**config.mk**
```make
export PLATFORM = sky130hd
export DESIGN_NAME = sys_array_feeder
export DESIGN_NICKNAME = d
export VERILOG_FILES = /design/src/rtl/sys_array_feeder.sv
export SDC_FILE = /design/constraint.sdc
export NUM_CORES = 1
export LEC_CHECK = 0
export ABC_AREA = 1
export CAP_MARGIN = 0
export CORE_ASPECT_RATIO = 1.25
export CORE_MARGIN = 2
export CORE_UTILIZATION = 35
export CTS_BUF_LIST = sky130_fd_sc_hd__clkbuf_2 sky130_fd_sc_hd__clkbuf_4 sky130_fd_sc_hd__clkbuf_8
export CTS_CLUSTER_SIZE = 40
export DETAILED_ROUTE_END_ITERATION = 8
export DONT_BUFFER_PORTS = 1
export PLACE_DENSITY_LB_ADDON = 0.3
export SYNTH_ARGS = -nofsm -noshare
export SYNTH_HDL_FRONTEND = slang
export SYNTH_SLANG_ARGS = --single-unit
```
**constraint.sdc**
```tcl
create_clock -name clk -period 1.9 [get_ports clk]
set_input_delay 0.38 -clock clk [delete_from_list [all_inputs] [get_ports clk]]
set_output_delay 0.38 -clock clk [all_outputs]
set_load 0.02 [all_outputs]
```
**src/rtl/sys_array_feeder.sv**
```systemverilog
// Skewed matrix feeder for a systolic array: it captures the weights and the data matrix, then streams the data diagonally.
// Define SYS_FEEDER_LANE_VALID_EN to add the per-lane lane_valid output.
module sys_array_feeder #(
    parameter int DATA_WIDTH   = 8,
    parameter int ARRAY_W_W    = 4,
    parameter int ARRAY_W_L    = 4,
    parameter int ARRAY_A_W    = 4,
    parameter int ARRAY_A_L    = 4,
    parameter int DRAIN_CYCLES = 8
) (
    input  logic                                                clk,
    input  logic                                                reset_n,
    input  logic                                                start,
    input  logic [ARRAY_W_W-1:0][ARRAY_W_L-1:0][DATA_WIDTH-1:0] weight_in,
    input  logic [ARRAY_A_W-1:0][ARRAY_A_L-1:0][DATA_WIDTH-1:0] matrix_in,
    output logic                                                busy,
    output logic                                                done,
    output logic                                                weights_load,
    output logic [ARRAY_W_W-1:0][ARRAY_W_L-1:0][DATA_WIDTH-1:0] weight_data,
    output logic [ARRAY_A_W-1:0][DATA_WIDTH-1:0]                input_data
`ifdef SYS_FEEDER_LANE_VALID_EN
    ,
    output logic [0:ARRAY_A_W-1]                                lane_valid
`endif
);

    localparam int FEED_CYCLES = ARRAY_A_L + ARRAY_A_W - 1;
    localparam int FCW = (FEED_CYCLES > 1) ? $clog2(FEED_CYCLES) : 1;
    localparam int DCW = (DRAIN_CYCLES > 1) ? $clog2(DRAIN_CYCLES) : 1;

    typedef enum logic [2:0] {
        IDLE  = 3'd0,
        LOAD  = 3'd1,
        FEED  = 3'd2,
        DRAIN = 3'd3,
        DONE  = 3'd4
    } state_t;

    state_t                                                state_q;
    logic [FCW-1:0]                                        feed_cnt_q;
    logic [DCW-1:0]                                        drain_cnt_q;
    logic [ARRAY_A_W-1:0][ARRAY_A_L-1:0][DATA_WIDTH-1:0]   matrix_q;
    logic [ARRAY_W_W-1:0][ARRAY_W_L-1:0][DATA_WIDTH-1:0]   weight_q;
    logic                                                  busy_q;
    logic                                                  done_q;
    logic                                                  weights_load_q;
    logic [ARRAY_A_W-1:0][DATA_WIDTH-1:0]                  lanes_q;

    logic [ARRAY_A_W-1:0][DATA_WIDTH-1:0]                  skew_d;
    int                                                    feed_idx_d;
    logic                                                  feed_last;
    logic                                                  drain_last;
    logic                                                  feeding_d;

    assign feed_last  = (int'(feed_cnt_q) == FEED_CYCLES - 1);
    assign drain_last = (int'(drain_cnt_q) == DRAIN_CYCLES - 1);

    // Column index of the FEED cycle that the next edge enters, and whether that edge enters FEED at all.
    always_comb begin
        feed_idx_d = 0;
        feeding_d  = 1'b0;
        if (state_q == LOAD) begin
            feed_idx_d = 0;
            feeding_d  = 1'b1;
        end else if (state_q == FEED && !feed_last) begin
            feed_idx_d = int'(feed_cnt_q) + 1;
            feeding_d  = 1'b1;
        end
    end

    // Lane r carries column (c - r) of row r, so each row is delayed by one cycle relative to the row above it.
    generate
        for (genvar gi = 0; gi < ARRAY_A_W; gi++) begin : g_lane
            logic [DATA_WIDTH-1:0] lane_val;
            always_comb begin
                lane_val = '0;
                for (int col = 0; col < ARRAY_A_L; col++) begin
                    if (feed_idx_d == gi + col) begin
                        lane_val = matrix_q[gi][col];
                    end
                end
            end
            assign skew_d[gi] = lane_val;
        end
    endgenerate

    always_ff @(posedge clk or negedge reset_n) begin
        if (!reset_n) begin
            state_q        <= IDLE;
            feed_cnt_q     <= '0;
            drain_cnt_q    <= '0;
            matrix_q       <= '0;
            weight_q       <= '0;
            busy_q         <= 1'b0;
            done_q         <= 1'b0;
            weights_load_q <= 1'b0;
            lanes_q        <= '0;
        end else begin
            weights_load_q <= 1'b0;
            done_q         <= 1'b0;
            lanes_q        <= feeding_d ? skew_d : '0;
            case (state_q)
                IDLE: begin
                    if (start) begin
                        matrix_q       <= matrix_in;
                        weight_q       <= weight_in;
                        state_q        <= LOAD;
                        busy_q         <= 1'b1;
                        weights_load_q <= 1'b1;
                    end
                end
                LOAD: begin
                    state_q    <= FEED;
                    feed_cnt_q <= '0;
                end
                FEED: begin
                    if (feed_last) begin
                        if (DRAIN_CYCLES == 0) begin
                            state_q <= DONE;
                            done_q  <= 1'b1;
                        end else begin
                            state_q     <= DRAIN;
                            drain_cnt_q <= '0;
                        end
                    end else begin
                        feed_cnt_q <= feed_cnt_q + FCW'(1);
                    end
                end
                DRAIN: begin
                    if (drain_last) begin
                        state_q <= DONE;
                        done_q  <= 1'b1;
                    end else begin
                        drain_cnt_q <= drain_cnt_q + DCW'(1);
                    end
                end
                DONE: begin
                    state_q <= IDLE;
                    busy_q  <= 1'b0;
                end
                default: begin
                    state_q <= IDLE;
                    busy_q  <= 1'b0;
                end
            endcase
        end
    end

    assign busy         = busy_q;
    assign done         = done_q;
    assign weights_load = weights_load_q;
    assign weight_data  = weight_q;
    assign input_data   = lanes_q;

`ifdef SYS_FEEDER_LANE_VALID_EN
    logic [0:ARRAY_A_W-1] skew_vld_d;
    logic [0:ARRAY_A_W-1] lane_valid_q;

    generate
        for (genvar gi = 0; gi < ARRAY_A_W; gi++) begin : g_vld
            logic lane_vld;
            always_comb begin
                lane_vld = 1'b0;
                for (int col = 0; col < ARRAY_A_L; col++) begin
                    if (feed_idx_d == gi + col) begin
                        lane_vld = 1'b1;
                    end
                end
            end
            assign skew_vld_d[gi] = lane_vld;
        end
    endgenerate

    always_ff @(posedge clk or negedge reset_n) begin
        if (!reset_n) begin
            lane_valid_q <= '0;
        end else begin
            lane_valid_q <= feeding_d ? skew_vld_d : '0;
        end
    end

    assign lane_valid = lane_valid_q;
`endif

endmodule

```
==> flow_results.org <==
** STA
- Final max-slew violation count :: 0
- Slew Limit Headroom :: 0.286
- Setup violations remaining at the end of the flow were counted as 0.
- On the final layout, the worst hold slack is -0.494 ns.
- Clock skew after layout :: 0.0185 ns
- Adding up every negative setup slack in the final design gives 0 ns.
- Achievable clock frequency :: roughly 0.55 GHz
- Worst Max-Slew Pin Slew :: 1.07 ns
- Across all setup checks in the final design, the least slack found is roughly 0.073 ns.
- The number of hold violations in the final report came to 300.
- Ratio of final minimum period to clock period :: 0.962
- Tmin final :: approximately 1.8 ns

** Floorplanning
- For this design the top-level I/O count stands at 422.
- Vertical die dimension :: between 200 and 250 um
- For this configuration, the core starts out at a cell density of 0.355.
- Die area :: 36,500 sq um
- The initialized floorplan defines 76 standard-cell rows.
- Width of the die :: 171 um
- The region available for standard cell placement spans 34,400 sq um.

** Detailed routing
- Number of design rule violations left after detail routing :: 0
- Detailed route wirelength on metal3 :: between 2 and 3 mm
- The first detailed-routing pass ran for 6 iterations.
- Remaining number of nets flagged by the antenna check after routing :: 0
- Total via count after detailed routing :: 10,800
- Average wire per standard cell :: 17.0 um
- DRT Wirelength :: around 39 mm
- Via density per instance :: between 4 and 5
- After the first detailed-routing iteration, the DRC count stood at slightly above 800.
- Uppermost layer routed :: met5
- Post-Route M1 WL :: around 15 mm
- Routed wire length on met2 :: ~19 mm

** Setup path
- Highest cell delay on the worst timing path :: 0.41 ns
- Crit-path slowest cell :: sky130_fd_sc_hd__dfrtp_1
- The number of buffers and inverters on the critical path is 5.
- CP arrival :: between 2 and 2.5 ns
- Crit. End Element :: register
- Startpoint type of the worst setup path :: register
- The setup path with the least slack is of type register to register.
- In this run the critical register-to-register path is launched from feed_cnt_q[0].
- The cell family contributing the most delay on the critical path is buffers and inverters.
- Beginning of the critical path :: feed_cnt_q[0]
- Critical path data required time :: between 2 and 2.5 ns
- In this run the worst path has a maximum fanout of 4.
- Traced cell by cell, the critical path runs through inv_2 > ha_4 > inv_2 > nand4_1 > buf_4 > nor2_4 > buf_6 > clkbuf_16 > nand3_1 > nand2_1 > nor2_1 > nor2_1.

** Layout
- Summing all flip-flop and latch instances after layout gives about 7500 sq um.
- For this run, the share of the core covered by cells in the final layout is 0.497.
- At the end of the flow, the number of nets in the layout was about 2,000.
- Multi-input gate area :: approximately 4400 sq um
- Fill cell total of the finished layout :: ~3,100
- In the final layout, the share of cells above drive strength 1 is 0.101.
- Compared with the post-synthesis result, the final layout area differs by 39.8%.

** Clock network
- Maximum count of clock buffers along a single path :: 3
- Total number of clock tree sinks :: 300
- Buffer type at the clock tree root :: sky130_fd_sc_hd__clkbuf_8
- TritonCTS built the clock tree.
- After clock tree synthesis, the flow added hold-fix buffers numbering 257.
- CTS HTree Levels :: 2
- The number of clock buffers added by TritonCTS is between 40 and 50.
- Clock-pin slew reported for the worst setup and hold paths after clock tree synthesis :: around 0.07 ns
- The clock reaches the later pin of the worst-skew pair after 0.58 ns.

** Global route
- Gr usage total :: 0.205
- Total grt overflow :: 0
- Pin count of the biggest net entering global routing :: approximately 300
- The initial antenna violation count is 2.
- Number of global-route vias before repair :: approximately 11,000
- The first global-routing pass estimated 59.0 mm of wire.

** Worst hold path
- In this run the worst hold path is classified as input pin to async pin.

** Run status
- Result of the run :: finished with violations
- Failing checks :: hold timing

** Logic synthesis
- Mean area per synthesized cell :: about 8.3 sq um
- Nets in the synthesized netlist :: around 1,700
- Cell area after synthesis :: 12,200 sq um
- Warnings from Yosys :: 0
- Synthesis instantiated 26 different standard cells from the library.
- Of the synthesized area, sequential elements account for 0.614.
- In this run, synthesis produced a sequential element count of 300.
- Synthesis produced a netlist whose cell count is approximately 1,500.

** Run
- Across the run, the number of max-cap violations was 0.

** Place
- Detailed placement ended at an HPWL of 23.6 mm.
- At the end of routability-driven placement, the weighted congestion stood at 0.805.
- Pre-CTS setup slack :: -0.0377 ns
- PortBufs :: 0

** Power and ir drop
- The worst-case IR drop observed on VDD is roughly 0.0009 V.
- Dividing total power by cell area gives a power density of about 1600 nW/um^2.
- In this run the static leakage power is between 8 and 9 nW.
## metal layers
metal / up-vias / GRT usage
met5: - / 0
met1: 5188 / 0.244
met2: 451 / 0.351
met3: 79 / 0.0551
met4: 2 / 0.0833
li1: 5116 / -
## sequential cells by signal, summed over array words and instances (netlist names)
name,count
matrix_q,128
weight_data,128
input_data,32
drain_cnt_q,3
feed_cnt_q,3
state_q,3
busy,1
done,1
weights_load,1
## logic make-up (layout without fill, tap and decap cells)
kind of cell             count (synthesis)  count (layout)  synth area share
adder cells (fa/ha/maj)                  4               4           0.00409
buffers and inverters                   90             425            0.0332
AND/OR/NAND/NOR                       1053            1053             0.340
flip-flops                             300             300             0.614
AO/OA/AOI/OAI                           18              18           0.00870
other                                    0               1                 0
## stage by stage
| stage | instances | total power [mW] | instance area (sq um) |
|---|---|---|---|
| after global placement | 1903 | 19.9 | 13000 |
| after floorplan | 1465 | 17.2 | 12200 |
| final | 2269 | 27.4 | 17100 |
| after CTS | 2250 | 27.0 | 16700 |
| after global routing | 2269 | 29.3 | 17100 |
| after detailed placement | 1903 | 20.1 | 13000 |
## timing repair
| action | in CTS | in global routing |
|---|---|---|
| hold endpoints to repair | 557 | 300 |
| buffers inserted | 0 | 14 |
| gates resized for setup | 1 | 24 |
| cloned | 0 | 5 |
| endpoints found under the setup margin | 10 | 25 |
| pin swaps | 0 | 11 |
## power breakdown
group | total (mW) | internal (mW) | switching [mW]
registers | 13.1 | 9.23 | 3.89
clock network | 6.28 | 3.60 | 2.68
logic | 8.02 | 3.43 | 4.60
## cells in the mapped netlist
cell,number,area share
sky130_fd_sc_hd__nand2_1,843,0.26
sky130_fd_sc_hd__dfrtp_1,300,0.61
sky130_fd_sc_hd__nand3_1,104,0.043
sky130_fd_sc_hd__nor2_1,93,0.029
sky130_fd_sc_hd__clkbuf_1,44,0.014
sky130_fd_sc_hd__buf_2,24,0.0098
sky130_fd_sc_hd__o21ai_0,11,0.0045
sky130_fd_sc_hd__inv_1,10,0.0031
sky130_fd_sc_hd__buf_6,5,0.0046
sky130_fd_sc_hd__buf_1,4,0.0012
sky130_fd_sc_hd__ha_1,4,0.0041
sky130_fd_sc_hd__nand2_4,3,0.0028
sky130_fd_sc_hd__nand4_1,3,0.0015
sky130_fd_sc_hd__nor2_2,3,0.0015
sky130_fd_sc_hd__a22o_1,2,0.0014
sky130_fd_sc_hd__inv_2,2,0.00061
sky130_fd_sc_hd__a31oi_1,1,0.00051
sky130_fd_sc_hd__clkinv_1,1,0.00031
sky130_fd_sc_hd__nand2_2,1,0.00051
sky130_fd_sc_hd__nand3_4,1,0.0014
sky130_fd_sc_hd__nor2_4,1,0.00092
sky130_fd_sc_hd__nor3_4,1,0.0013
sky130_fd_sc_hd__o21ai_1,1,0.00041
sky130_fd_sc_hd__o21ai_2,1,0.00072
sky130_fd_sc_hd__o22ai_1,1,0.00051
sky130_fd_sc_hd__o31ai_1,1,0.00061
## cell usage in the layout, fill, tap and decap left out, types with 3 or more instances in the layout
| master | Yosys | final |
|---|---|---|
| sky130_fd_sc_hd__buf_12 | 0 | 18 |
| sky130_fd_sc_hd__buf_4 | 0 | 34 |
| sky130_fd_sc_hd__buf_6 | 5 | 6 |
| sky130_fd_sc_hd__clkbuf_16 | 0 | 5 |
| sky130_fd_sc_hd__clkbuf_4 | 0 | 16 |
| sky130_fd_sc_hd__clkbuf_8 | 0 | 64 |
| sky130_fd_sc_hd__clkinv_2 | 0 | 6 |
| sky130_fd_sc_hd__dfrtp_1 | 300 | 300 |
| sky130_fd_sc_hd__dlygate4sd3_1 | 0 | 257 |
| sky130_fd_sc_hd__ha_1 | 4 | 3 |
| sky130_fd_sc_hd__inv_1 | 10 | 9 |
| sky130_fd_sc_hd__inv_2 | 2 | 3 |
| sky130_fd_sc_hd__nand2_1 | 843 | 837 |
| sky130_fd_sc_hd__nand2_2 | 1 | 6 |
| sky130_fd_sc_hd__nand3_1 | 104 | 102 |
| sky130_fd_sc_hd__nand4_1 | 3 | 3 |
| sky130_fd_sc_hd__nor2_1 | 93 | 91 |
| sky130_fd_sc_hd__nor2_4 | 1 | 4 |
| sky130_fd_sc_hd__o21ai_0 | 11 | 11 |
## worst reg2reg max path: cells and delay by family (launching register included)
| family | cells | cell delay [ns] |
|---|---|---|
| buf+inv | 5 | 0.60 |
| simple gates | 6 | 0.55 |
| flops | 1 | 0.41 |
| fa+ha+maj | 1 | 0.20 |
## worst paths after layout
kind	depth (start not counted)	slack, ns	end
max in group asynchronous	0	1.51	matrix_q[70]
min	0	-0.49	input_data[11]
max reg2reg	12	0.07	input_data[16]
min reg2reg	2	0.48	matrix_q[56]
max	12	0.07	input_data[16]
min in group clk	4	0.18	matrix_q[26]
## final cells by class
| class | instances | share of cell area |
|---|---|---|
| Multi-Input combinational cell | 1075 | 0.258 |
| Antenna cell | 1 | 0.000146 |
| Inverter | 13 | 0.00329 |
| Clock buffer | 80 | 0.0586 |
| Clock inverter | 10 | 0.00622 |
| Tap cell | 468 | 0.0343 |
| Sequential cell | 300 | 0.439 |
| Timing Repair Buffer | 322 | 0.200 |
Power figures use the tool's default switching activity.
